[config.mk]
export PLATFORM = sky130hd
export DESIGN_NAME = alu_fifo
export DESIGN_NICKNAME = d
export VERILOG_FILES = /design/src/rtl/alu_fifo.sv
export SDC_FILE = /design/constraint.sdc
export NUM_CORES = 1
export LEC_CHECK = 0
export ABC_CLOCK_PERIOD_IN_PS = 5200
export CAP_MARGIN = 20
export CORE_MARGIN = 2
export CORE_UTILIZATION = 57
export CTS_CLUSTER_DIAMETER = 80
export DETAILED_ROUTE_END_ITERATION = 7
export DONT_BUFFER_PORTS = 1
export PLACE_DENSITY = 0.78
export SLEW_MARGIN = 30
export SYNTH_ARGS = -nofsm -noshare
export SYNTH_HDL_FRONTEND = slang
export SYNTH_SLANG_ARGS = --single-unit
export TNS_END_PERCENT = 5
[constraint.sdc]
create_clock -name clk -period 5.2 [get_ports clk]
set_input_delay 0.52 -clock clk [delete_from_list [all_inputs] [get_ports clk]]
set_output_delay 0.52 -clock clk [all_outputs]
set_load 0.1 [all_outputs]
[src/rtl/alu_fifo.sv]
// Combinational ALU whose result can be pushed into a DEPTH-word FIFO; the read data is registered (1 clock).
// A write while full and a read while empty are dropped and set sticky ovf/udf; when full, a same-cycle read still drains.
module alu_fifo #(
  parameter int WIDTH = 8,
  parameter int DEPTH = 64,
  localparam int AW = $clog2(DEPTH)
) (
  input  logic             clk,
  input  logic             rst_n,
  input  logic [WIDTH-1:0] a,
  input  logic [WIDTH-1:0] b,
  input  logic [2:0]       sel,
  input  logic             en,
  input  logic             rd,
  input  logic             clr_err,
  output logic [WIDTH-1:0] datoSalida,
  output logic             zeroFlag,
  output logic             carry,
  output logic             full,
  output logic             empty,
  output logic [AW:0]      count,
  output logic             ovf,
  output logic             udf
);

  logic [WIDTH-1:0] aluRes;
  logic             carryOut;
  logic [WIDTH:0]   ext;
  logic [WIDTH-1:0] mem [DEPTH];
  logic [AW-1:0]    wptr;
  logic [AW-1:0]    rptr;
  logic             wrOk;
  logic             rdOk;

  always_comb begin
    aluRes   = '0;
    carryOut = 1'b0;
    ext      = '0;
    case (sel)
      3'b000: begin
        ext      = {1'b0, a} + {1'b0, b};
        aluRes   = ext[WIDTH-1:0];
        carryOut = ext[WIDTH];
      end
      3'b001: begin
        // the extra top bit of the widened difference is the borrow
        ext      = {1'b0, a} - {1'b0, b};
        aluRes   = ext[WIDTH-1:0];
        carryOut = ext[WIDTH];
      end
      3'b010: aluRes = a & b;
      3'b011: aluRes = a | b;
      3'b100: aluRes = a ^ b;
      3'b101: aluRes = ~a;
      3'b110: begin
        aluRes   = {a[WIDTH-2:0], 1'b0};
        carryOut = a[WIDTH-1];
      end
      default: aluRes = b;
    endcase
  end

  assign zeroFlag = (aluRes == '0);
  assign carry    = carryOut;
  assign empty    = (count == '0);
  assign full     = (count == (AW+1)'(DEPTH));
  assign wrOk     = en && !full;
  assign rdOk     = rd && !empty;

  // storage is not reset; rst_n gates it so nothing lands while reset is held
  always_ff @(posedge clk) begin
    if (wrOk && rst_n) mem[wptr] <= aluRes;
  end

  always_ff @(posedge clk or negedge rst_n) begin
    if (!rst_n) begin
      wptr       <= '0;
      rptr       <= '0;
      count      <= '0;
      datoSalida <= '0;
      ovf        <= 1'b0;
      udf        <= 1'b0;
    end else begin
      if (wrOk) wptr <= wptr + 1'b1;
      if (rdOk) begin
        rptr       <= rptr + 1'b1;
        datoSalida <= mem[rptr];
      end
      case ({wrOk, rdOk})
        2'b10:   count <= count + 1'b1;
        2'b01:   count <= count - 1'b1;
        default: count <= count;
      endcase
      // an error in the same cycle wins over the clear
      if (en && full)      ovf <= 1'b1;
      else if (clr_err)    ovf <= 1'b0;
      if (rd && empty)     udf <= 1'b1;
      else if (clr_err)    udf <= 1'b0;
    end
  end

endmodule

# After elaboration in Yosys (flattened, before gate mapping)
# Memory sizes are Yosys's and may differ from the RTL's. A register that Yosys moved wholly into a read port is not among the register bits.
# Index checks and enable logic that the tools add are counted.
# W data, S select, Z words.
# classes
addsub,6
n_eq_ne,9
muxes,8
n_bitwise,4
reduce_logical,14
# op_table
operator,n
$pmux W8 S7,1
$pmux W7 S2,1
$add A6 B1 Y6 const B,2
$add A8 B8 Y9,1
$eq A3 B3 Y1 const B,3
$sub A8 B8 Y9,1
$and A8 B8 Y8,1
$logic_not A8 Y1,1
$not A8 Y8,1
$or A8 B8 Y8,1
$xor A8 B8 Y8,1
$add A7 B1 Y7 const B,1
$eq A7 B7 Y1 const B,1
$logic_not A7 Y1,1
$sub A7 B1 Y7 const B,1
$eq A3 B2 Y1 const B,2
$reduce_bool A2 Y1,3
$logic_and A1 B1 Y1,5
$mux W1,5
$eq A3 B1 Y1 const B,1
$logic_not A1 Y1,3
$logic_not A3 Y1,1
$pmux W1 S3,1
$eq A2 B1 Y1 const B,1
$eq A2 B2 Y1 const B,1
# word_totals
ff_bits,21
ram_bits,512
in_bits,24
wordCells,47
mem_count,1
# memory_table
name,words,width,rd,rd_clocked_by_memory_dff,wr,line,source
mem,64,8,1,1,1,29,logic [WIDTH-1:0] mem [DEPTH];

# Logic depth before layout (Yosys ltp)
# Gate-level depths: netlist of the first run.
# logic_depth
word_depth,6
ltp_mapped,14
mapped_depth_nobuf,13

# Worst setup path before layout of the first run
# OpenSTA, ideal clock, no wires.
# synth_path
path_kind,input to output
startpoint,input a[1]
endpoint,output zeroFlag
arrival_time_ns,5.152
required_time_ns,4.680
path_slack_ns,-0.472
stages,9
path_buffers,0
cell_sequence,inv_1 ha_1 o21ba_2 o21bai_1 nand2_1 a211oi_1 nor4_1 nor3_1 nor3_2
# synth_between
elab_chain_len,3
elab_cells_between_ends,8
# synth_lines
element,line,source
"start, declared",10,"input logic [WIDTH-1:0] a,"
$sub A8 B8 Y9 / $add A8 B8 Y9 (equally long branches),"47, 41",
$pmux W8 S7 (*),39,case (sel)
via aluRes[5],26,logic [WIDTH-1:0] aluRes;
$logic_not A8 Y1 (*),63,assign zeroFlag = (aluRes == '0);
"end, declared",17,"output logic zeroFlag,"
# The timed path passes the listed nets; every way through them passes the cells marked *.

# Final worst setup path of the first run
# layout_path
startpoint,input a[0]
endpoint,output zeroFlag
# Same word-level chain as after synthesis.

==> flow_summary.toml, run 1 <==
[drt]
vias = 11400
routed_wl_um = 47000
drt_iter0_drc = 1317
drcViolationCount = 0
viasPerCell = 6.39
wl_per_cell_um = 26.4
drt_first_pass_iters = 6
ant_nets = 0

[setup_path]
crit_start = "a[0]"
end_kind = "output pin"
crit_arrival_ns = 3.46
required_ns = 4.68
startpoint_type = "input port"
reg2reg_from = "count[1]"
worst-setup-path-type = "in2out"
critical_path.max_fanout = 4

[logic_synthesis]
synthDistinctLibCells = 54
synth_top_area_share_pct = 67.9
yosys_register_bits = 541
synth_edf_count = 512
synth_top_cell_by_area = "edfxtp_1"
synth_warnings = 0
ys.flop_type = "edfxtp_1"
synth.area.top_cells = "edfxtp_1 (68%), mux4_2 (14%), dfrtp_1 (3.2%)"
async_reset_ff_share_pct = 5.36
yosysSeqAreaShare_pct = 71.1
syn_nets = 1272
syn_area_um2 = 22600
syn_area_per_cell_um2 = 18.7
syn_inst = 1212

[power]
leakage_nw = 8.04
p_per_area_nw_per_um2 = 512
ir_drop_mv = 0.313

[run]
maxCapViolations = 0

[global_routing]
grt_use_total_pct = 23.5
overflow = 0
use_met1_pct = 33.4
use_met2_pct = 37.5
busiest_layer = "met2"
grt_max_degree = 66
antenna_found_initial = 1
grt_pass1_wl_um = 72000
grt_pass1_vias = 11503
use_met3_pct = 4.04

[finish]
synthToLayoutAreaGrowth_pct = 10.2
nFillCells = 2624
fin_cells = 1784
fin_nets = 1285
layout.cell_area.non_filler_um2 = 24900
final_common_cell = "edfxtp_1"
diodes = 0
final_cell_mix = "edfxtp_1 (512), mux4_2 (145), nor2_1 (87)"
layout-drive-gt1-share_pct = 22.7

[cts]
clk_latency_ns = 0.57
clkTransAtPathRegs_ns = 0.06
cts_tree = "done"
postCtsSetupBuffers = 0
cts.path.max_buffers = 3
ctsHtreeMaxLevel = 2
cts_buffers = 51
cts_root_buf = "clkbuf_16"
clock_sinks = 541
postCtsHoldBufs = 2
cts_resized = 0

[sta]
finalHoldViolCount = 0
drv_slew = 0
setup_viol = 0
tightest_slew_ns = 1.02
max_clock_freq_mhz = 251
slew_headroom_pct = 32.0
period_needed_ns = 3.98
finalCritPeriodShare_pct = 76.5
worst_clock_skew_ns = 0.0171
tns_ns = 0
rsz0062_at_grt = "no"

[floorplan]
rows = 73
die_y_um = 203
core_um2 = 39500
start_util_pct = 57.4
die_w_um = 203
dieArea_um2 = 41300
ios = 45

[worst_hold_path]
hold_path.class = "in2reg"
worstHoldStart = "en"

[placed_design]
gp_congestion = 0.872
port_buffers = 0
place_inst = 1695
hpwl_um = 28200
dpl_cell_area_um2 = 23300

[status]
status = "finished, final reports clean"
synthesized netlist by cell type (5+ instances only):
cell,n
a21boi_0,9
a21oi_1,26
buf_1,7
buf_2,25
clkbuf_1,32
dfrtp_1,29
edfxtp_1,512
ha_1,33
inv_1,28
mux2_2,20
mux2i_1,27
mux4_2,145
nand2_1,61
nand2b_1,7
nand3_1,6
nand4_1,13
nor2_1,88
nor2b_1,6
nor3_1,8
o211ai_1,11
o21ai_0,23
o21bai_1,5
o22ai_1,5
or2_2,5
xnor2_1,15
xor2_1,7
final timing paths:
path	slack (ns)	to	cells past startpoint
hold reg to reg	0.59	wptr[0]	1
setup / recovery	1.22	zeroFlag	10
max in group asynchronous	4.60	rptr[2]	2
hold / removal	0.08	ovf	1
min in group asynchronous	0.39	count[5]	2
setup reg to reg	1.25	mem[39][7]	6
report_power, final:
part           leakage [nW]  switching [W]  internal [W]
Sequential             4.95       0.000785       0.00508
Combinational          2.31        0.00177       0.00162
Clock                 0.769        0.00150       0.00203
Total                  8.04        0.00406       0.00872
per-stage QoR:
step,utilization [%],setup slack [ns],hold slack [ns],total power [W]
2_1_floorplan,-,0.0259,0.224,0.00834
5_1_grt,63.2,1.03,0.0894,0.0132
4_1_cts,63.2,1.20,0.0649,0.0128
6_report,63.2,1.22,0.0813,0.0128
3_5_place_dp,59.2,1.20,0.228,0.00933
3_3_place_gp,59.1,1.28,0.226,0.00926
critical path, cell delays in order:
cell      delay (ns)
ha_1            0.22
fa_1            0.46
a21oi_4         0.17
nor2_2          0.05
or3_1           0.37
a222oi_1        0.45
a31oi_4         0.14
or4_1           0.58
nor3_4          0.19
buf_4           0.31
routing by layer:
metal,share of wire (%),up-vias
met5,0,-
met4,3.3,0
met3,7.5,101
met2,49,513
met1,40,5916
li1,-,4870
flip-flops by register name, summed over array words and instances (netlist names):
| name | flops |
|---|---|
| count | 7 |
| datoSalida | 8 |
| mem | 512 |
| ovf | 1 |
| rptr | 6 |
| udf | 1 |
| wptr | 6 |
area by class of cell:
class	instances	area, µm²	area share (%)
multi-input cells	577	6250	25.0
repair buffers	26	255	1.02
inverters	28	105	0.421
flip-flops and latches	541	16100	64.6
clock inverters	12	106	0.426
clock buffers	75	1460	5.85
well taps	525	657	2.63
cell families (layout without fill, tap and decap cells):
| logic type | Yosys count | count (layout) | share of synthesized area (%) |
|---|---|---|---|
| DFF | 541 | 541 | 71.1 |
| and+or+nand+nor | 219 | 219 | 4.43 |
| muxes | 192 | 192 | 16.6 |
| AOI/OAI and AO/OA | 108 | 108 | 3.14 |
| buffers and inverters | 94 | 141 | 1.76 |
| adders and majority gates | 36 | 36 | 2.09 |
| xor gates and xnor gates | 22 | 22 | 0.851 |
Power figures use the tool's default switching activity.
==> inputs of run 2 (changes only) <==
Settings changed: ABC_CLOCK_PERIOD_IN_PS 5200 to 3580.
Clock period 5.2 ns to 3.58 ns, I/O delays scaled along.
==> flow_summary.toml, run 2 (synthesis results as in run 1) <==
[placed_design]
port_buffers = 0
hpwl_um = 29800
dpl_cell_area_um2 = 23800
gp_congestion = 0.829

[floorplan]
start_util_pct = 57.4
die_w_um = 203
rows = 73
dieArea_um2 = 41300
die_y_um = 203
core_um2 = 39500
ios = 45

[global_routing]
grt_pass1_wl_um = 74700
grt_use_total_pct = 24.6
grt_max_degree = 65
grt_pass1_vias = 11918
overflow = 0
antenna_found_initial = 0

[sta]
hold_ws_ns = 0.0401
setup_viol = 0
tns_ns = 0
period_needed_ns = 3.50
worst_clock_skew_ns = 0.0148
finalHoldViolCount = 0
max_clock_freq_mhz = 286
finalCritPeriodShare_pct = 97.7
drv_slew = 0
slew_headroom_pct = 32.8
tightest_slew_ns = 1.01
rsz0062_at_grt = "no"

[cts]
cts_tree = "done"
postCtsSetupBuffers = 0
clk_latency_ns = 0.57
cts.path.max_buffers = 3
clkTransAtPathRegs_ns = 0.06
cts_root_buf = "clkbuf_16"
ctsHtreeMaxLevel = 2
cts_buffers = 51
clock_sinks = 541

[power]
p_sw_w = 0.00607
p_clk_share_pct = 26.9
internal_power_w = 0.0127
seqPwrFrac_pct = 43.2
sw_frac_of_total_pct = 32.3
leakage_nw = 8.37
p_per_area_nw_per_um2 = 738
ir_drop_mv = 0.534
p_comb_share_pct = 29.8

[worst_hold_path]
worstHoldStart = "clr_err"
hold_path.class = "in2reg"
whs_endpoint = "udf"
holdPathStages = 2

[setup_path]
slowest_stage = "or4_1"
path_cells = "ha_4, fa_2, mux4_2, nand2b_1, a21oi_4, or4_1, or4_1, nor3_4, buf_12"
ff2ff_setup_slack_ns = 0.34
r2r_cells = 13
crit_arrival_ns = 3.14
critical_path.max_stage_delay_ns = 0.57
reg2reg_from = "count[4]"
worst-setup-path-type = "in2out"
critPathMostFrequentCell = "or4_1"
crit_start = "a[0]"
worstReg2RegEnd = "count[6]"
startpoint_type = "input port"
end_kind = "output pin"
critical_path.max_fanout = 4
required_ns = 3.22

[finish]
nFillCells = 2587
final_cell_mix = "edfxtp_1 (512), mux4_2 (145), nor2_1 (87)"
largest_register_ffs = 512
post-route-util_pct = 64.5
fin_nets = 1345
layout.cell_area.non_filler_um2 = 25400
reg.largest.list = "mem: 512 flops, datoSalida: 8 flops, count: 7 flops"
layout-drive-gt1-share_pct = 26.1
synthToLayoutAreaGrowth_pct = 12.4
final_common_cell = "edfxtp_1"
regMostFlops = "mem"

[drt]
drt_iter0_drc = 1496
viasPerCell = 6.32
ant_nets = 0
vias = 11687
routed_wl_um = 49700
wl_per_cell_um = 26.8
drcViolationCount = 0
drt_first_pass_iters = 7

[run]
maxCapViolations = 0

[status]
status = "finished, final reports clean"
-- run 2: cell count changes in the layout (fill, tap and decap cells not counted), sizes merged --
| cell | change |
|---|---|
| buf | +58 |
| clkinv | +11 |
| clkbuf | -6 |
| dlygate4sd3 | +2 |
| diode | +1 |
-- run 2: worst max path at each step --
| stage | end | slack (ns) |
|---|---|---|
| 2_1_floorplan | zeroFlag | -0.85 |
| 3_3_place_gp | zeroFlag | 0.1 |
| 3_5_place_dp | zeroFlag | 0.07 |
| 4_1_cts | zeroFlag | 0.07 |
| 5_1_grt | zeroFlag | 0.01 |
| 6_report | zeroFlag | 0.08 |
-- run 2: repair_timing --
action | 4_1_cts | 5_1_grt
hold buffers | 4 | 0
gates resized for setup | 0 | 0
hold endpoints to repair | 31 | 0
-- run 2: worst max-delay path: cells and delay by family --
family,cells,cell delay [ns]
AND/OR/NAND/NOR,4,1.48
adder cells (fa/ha/maj),2,0.57
multiplexers,1,0.46
buffers and inverters,1,0.21
AO/OA/AOI/OAI,1,0.06
-- run 2: through the flow --
stage               std cells  total power [W]  setup slack [ns]
detailed placement       1753           0.0138            0.0692
finish                   1850           0.0188            0.0823
floorplan                1212           0.0121            -0.851
global placement         1753           0.0136            0.0987
global route             1849           0.0194            0.0148
CTS                      1849           0.0189            0.0710
-- run 2: layout make-up --
cell class                 instances  area (µm²)  area share, %
antenna                            1        2.50        0.00984
clock buffer                      69        1400           5.49
clock inverter                    23         156          0.615
inverter                          28         105          0.413
multi-input combinational        577        6260           24.6
sequential                       541       16100           63.3
tap                              525         657           2.58
timing repair buffer              86         753           2.96
-- run 2: routing by layer --
metal | vias up | routed length (µm) | GRT usage, % | share of wire (%)
li1 | 4997 | - | - | -
met1 | 6012 | 18900 | 33.4 | 38
met2 | 583 | 25100 | 40.8 | 51
met3 | 95 | 4220 | 4.75 | 8.5
met4 | 0 | 1490 | 7.85 | 3.0
met5 | - | 0 | 0 | 0
-- run 2: power by group through the flow --
stage,Sequential (W),Combinational (W),Clock [W]
finish,0.00812,0.00561,0.00506
global route,0.00815,0.00594,0.00532
CTS,0.00812,0.00564,0.00511
detailed placement,0.00824,0.00554,0
global placement,0.00822,0.00541,0
floorplan,0.00826,0.00385,0
==> inputs of run 3 (changes only) <==
Settings changed: ABC_CLOCK_PERIOD_IN_PS 3580 to not set, CTS_BUF_LIST set to sky130_fd_sc_hd__clkbuf_16.
==> flow_summary.toml, run 3 (synthesis results as in run 1) <==
[floorplan]
dieArea_um2 = 41300
die_y_um = 203
ios = 45
start_util_pct = 57.4
die_w_um = 203
core_um2 = 39500
rows = 73

[sta]
period_needed_ns = 3.50
drv_slew = 0
max_clock_freq_mhz = 286
finalHoldViolCount = 0
tightest_slew_ns = 0.999
setup_viol = 0
slew_headroom_pct = 33.4
rsz0062_at_grt = "no"
worst_clock_skew_ns = 0.0172
finalCritPeriodShare_pct = 97.8

[finish]
layout-drive-gt1-share_pct = 26.1
post-route-util_pct = 64.5
fin_nets = 1345
reg.largest.list = "mem: 512 flops, datoSalida: 8 flops, count: 7 flops"
regMostFlops = "mem"
final_common_cell = "edfxtp_1"
largest_register_ffs = 512
final_cell_mix = "edfxtp_1 (512), mux4_2 (145), nor2_1 (87)"
layout.cell_area.non_filler_um2 = 25400
synthToLayoutAreaGrowth_pct = 12.3

[drt]
wl_per_cell_um = 26.9
viasPerCell = 6.32
vias = 11683
drcViolationCount = 0
ant_nets = 0
drt_first_pass_iters = 5
drt_iter0_drc = 1514
routed_wl_um = 49800

[power]
p_comb_share_pct = 29.9
power_w = 0.0187
sw_frac_of_total_pct = 32.4
ir_drop_mv = 0.533
seqPwrFrac_pct = 43.4
p_per_area_nw_per_um2 = 736
p_clk_share_pct = 26.7
internal_power_w = 0.0126
p_sw_w = 0.00606
leakage_nw = 8.43

[setup_path]
r2r_cells = 13
startpoint_type = "input port"
crit_arrival_ns = 3.14
reg2reg_from = "count[4]"
critical_path.max_fanout = 4
crit_end = "zeroFlag"
worstReg2RegEnd = "count[6]"
required_ns = 3.22
end_kind = "output pin"
worst-setup-path-type = "in2out"
crit_start = "a[0]"
ff2ff_setup_slack_ns = 0.34

[cts]
cts_tree = "done"
cts_buffers = 51
ctsHtreeMaxLevel = 2
cts_root_buf = "clkbuf_16"
clock_sinks = 541
clkTransAtPathRegs_ns = 0.06
clk_latency_ns = 0.57
cts_resized = 0
cts.path.max_buffers = 3

[global_routing]
overflow = 0
antenna_found_initial = 0
grt_max_degree = 65
grt_use_total_pct = 24.6
grt_pass1_vias = 11934
grt_pass1_wl_um = 74800

[placed_design]
hpwl_um = 29800
gp_congestion = 0.829
port_buffers = 0
dpl_cell_area_um2 = 23800

[run]
maxCapViolations = 0

[status]
status = "finished, final reports clean"

[worst_hold_path]
hold_path.class = "in2reg"
==> run 3: cell count changes in the layout (fill, tap and decap cells not counted), sizes merged <==
cell,before,now
clkbuf,69,53
clkinv,21,22
inv,28,43
==> run 3: layer usage <==
layer	up-vias	part of all wire [%]	global-route usage, %
met5	-	0	0
met4	0	3.1	7.90
met3	106	8.8	4.83
met2	568	50	40.9
met1	6004	38	33.4
li1	5005	-	-
==> run 3: timing repair <==
item | 4_1_cts | 5_1_grt
hold buffers | 4 | 0
endpoints found under the hold margin | 31 | 0
buffers inserted | 0 | 0
==> run 3: metrics by stage <==
step	instances	worst slack (ns)	hold slack, ns	setup TNS [ns]
finish	1850	0.0794	0.0387	0
global route	1849	0.0148	0.0460	0
CTS	1849	0.0710	0.0210	0
detailed placement	1753	0.0692	0.0629	0
global placement	1753	0.0987	0.0630	0
floorplan	1212	-0.851	0.0624	-1.42
==> run 3: cell type report <==
cell class                 count  area (µm²)
tap                          525         657
sequential                   541       16100
clock inverter                39         216
antenna                        1        2.50
multi-input combinational    577        6260
inverter                      28         105
fill                        2589       14000
clock buffer                  53        1330
timing repair buffer          86         753
==> run 3: worst min path at each step <==
| stage | to | depth (start not counted) | start |
|---|---|---|---|
| final | udf | 2 | clr_err |
| after global routing | ovf | 2 | clr_err |
| after CTS | udf | 2 | clr_err |
| after detailed placement | udf | 0 | rst_n |
| after global placement | ovf | 0 | rst_n |
| after floorplan | count[0] | 0 | rst_n |
==> run 3: power by group through the flow <==
stage | clock network, W | logic (W) | registers [W]
floorplan | 0 | 0.00385 | 0.00826
global placement | 0 | 0.00541 | 0.00822
detailed placement | 0 | 0.00554 | 0.00824
CTS | 0.00504 | 0.00564 | 0.00812
global route | 0.00525 | 0.00594 | 0.00815
finish | 0.00499 | 0.00560 | 0.00812
==> run 3: critical path, cell delays in order <==
cell and delay, ns:
ha_4 0.15, fa_2 0.42, mux4_2 0.46, nand2b_1 0.13, a21oi_4 0.06, or4_1 0.53
or4_1 0.57, nor3_4 0.25, buf_12 0.21
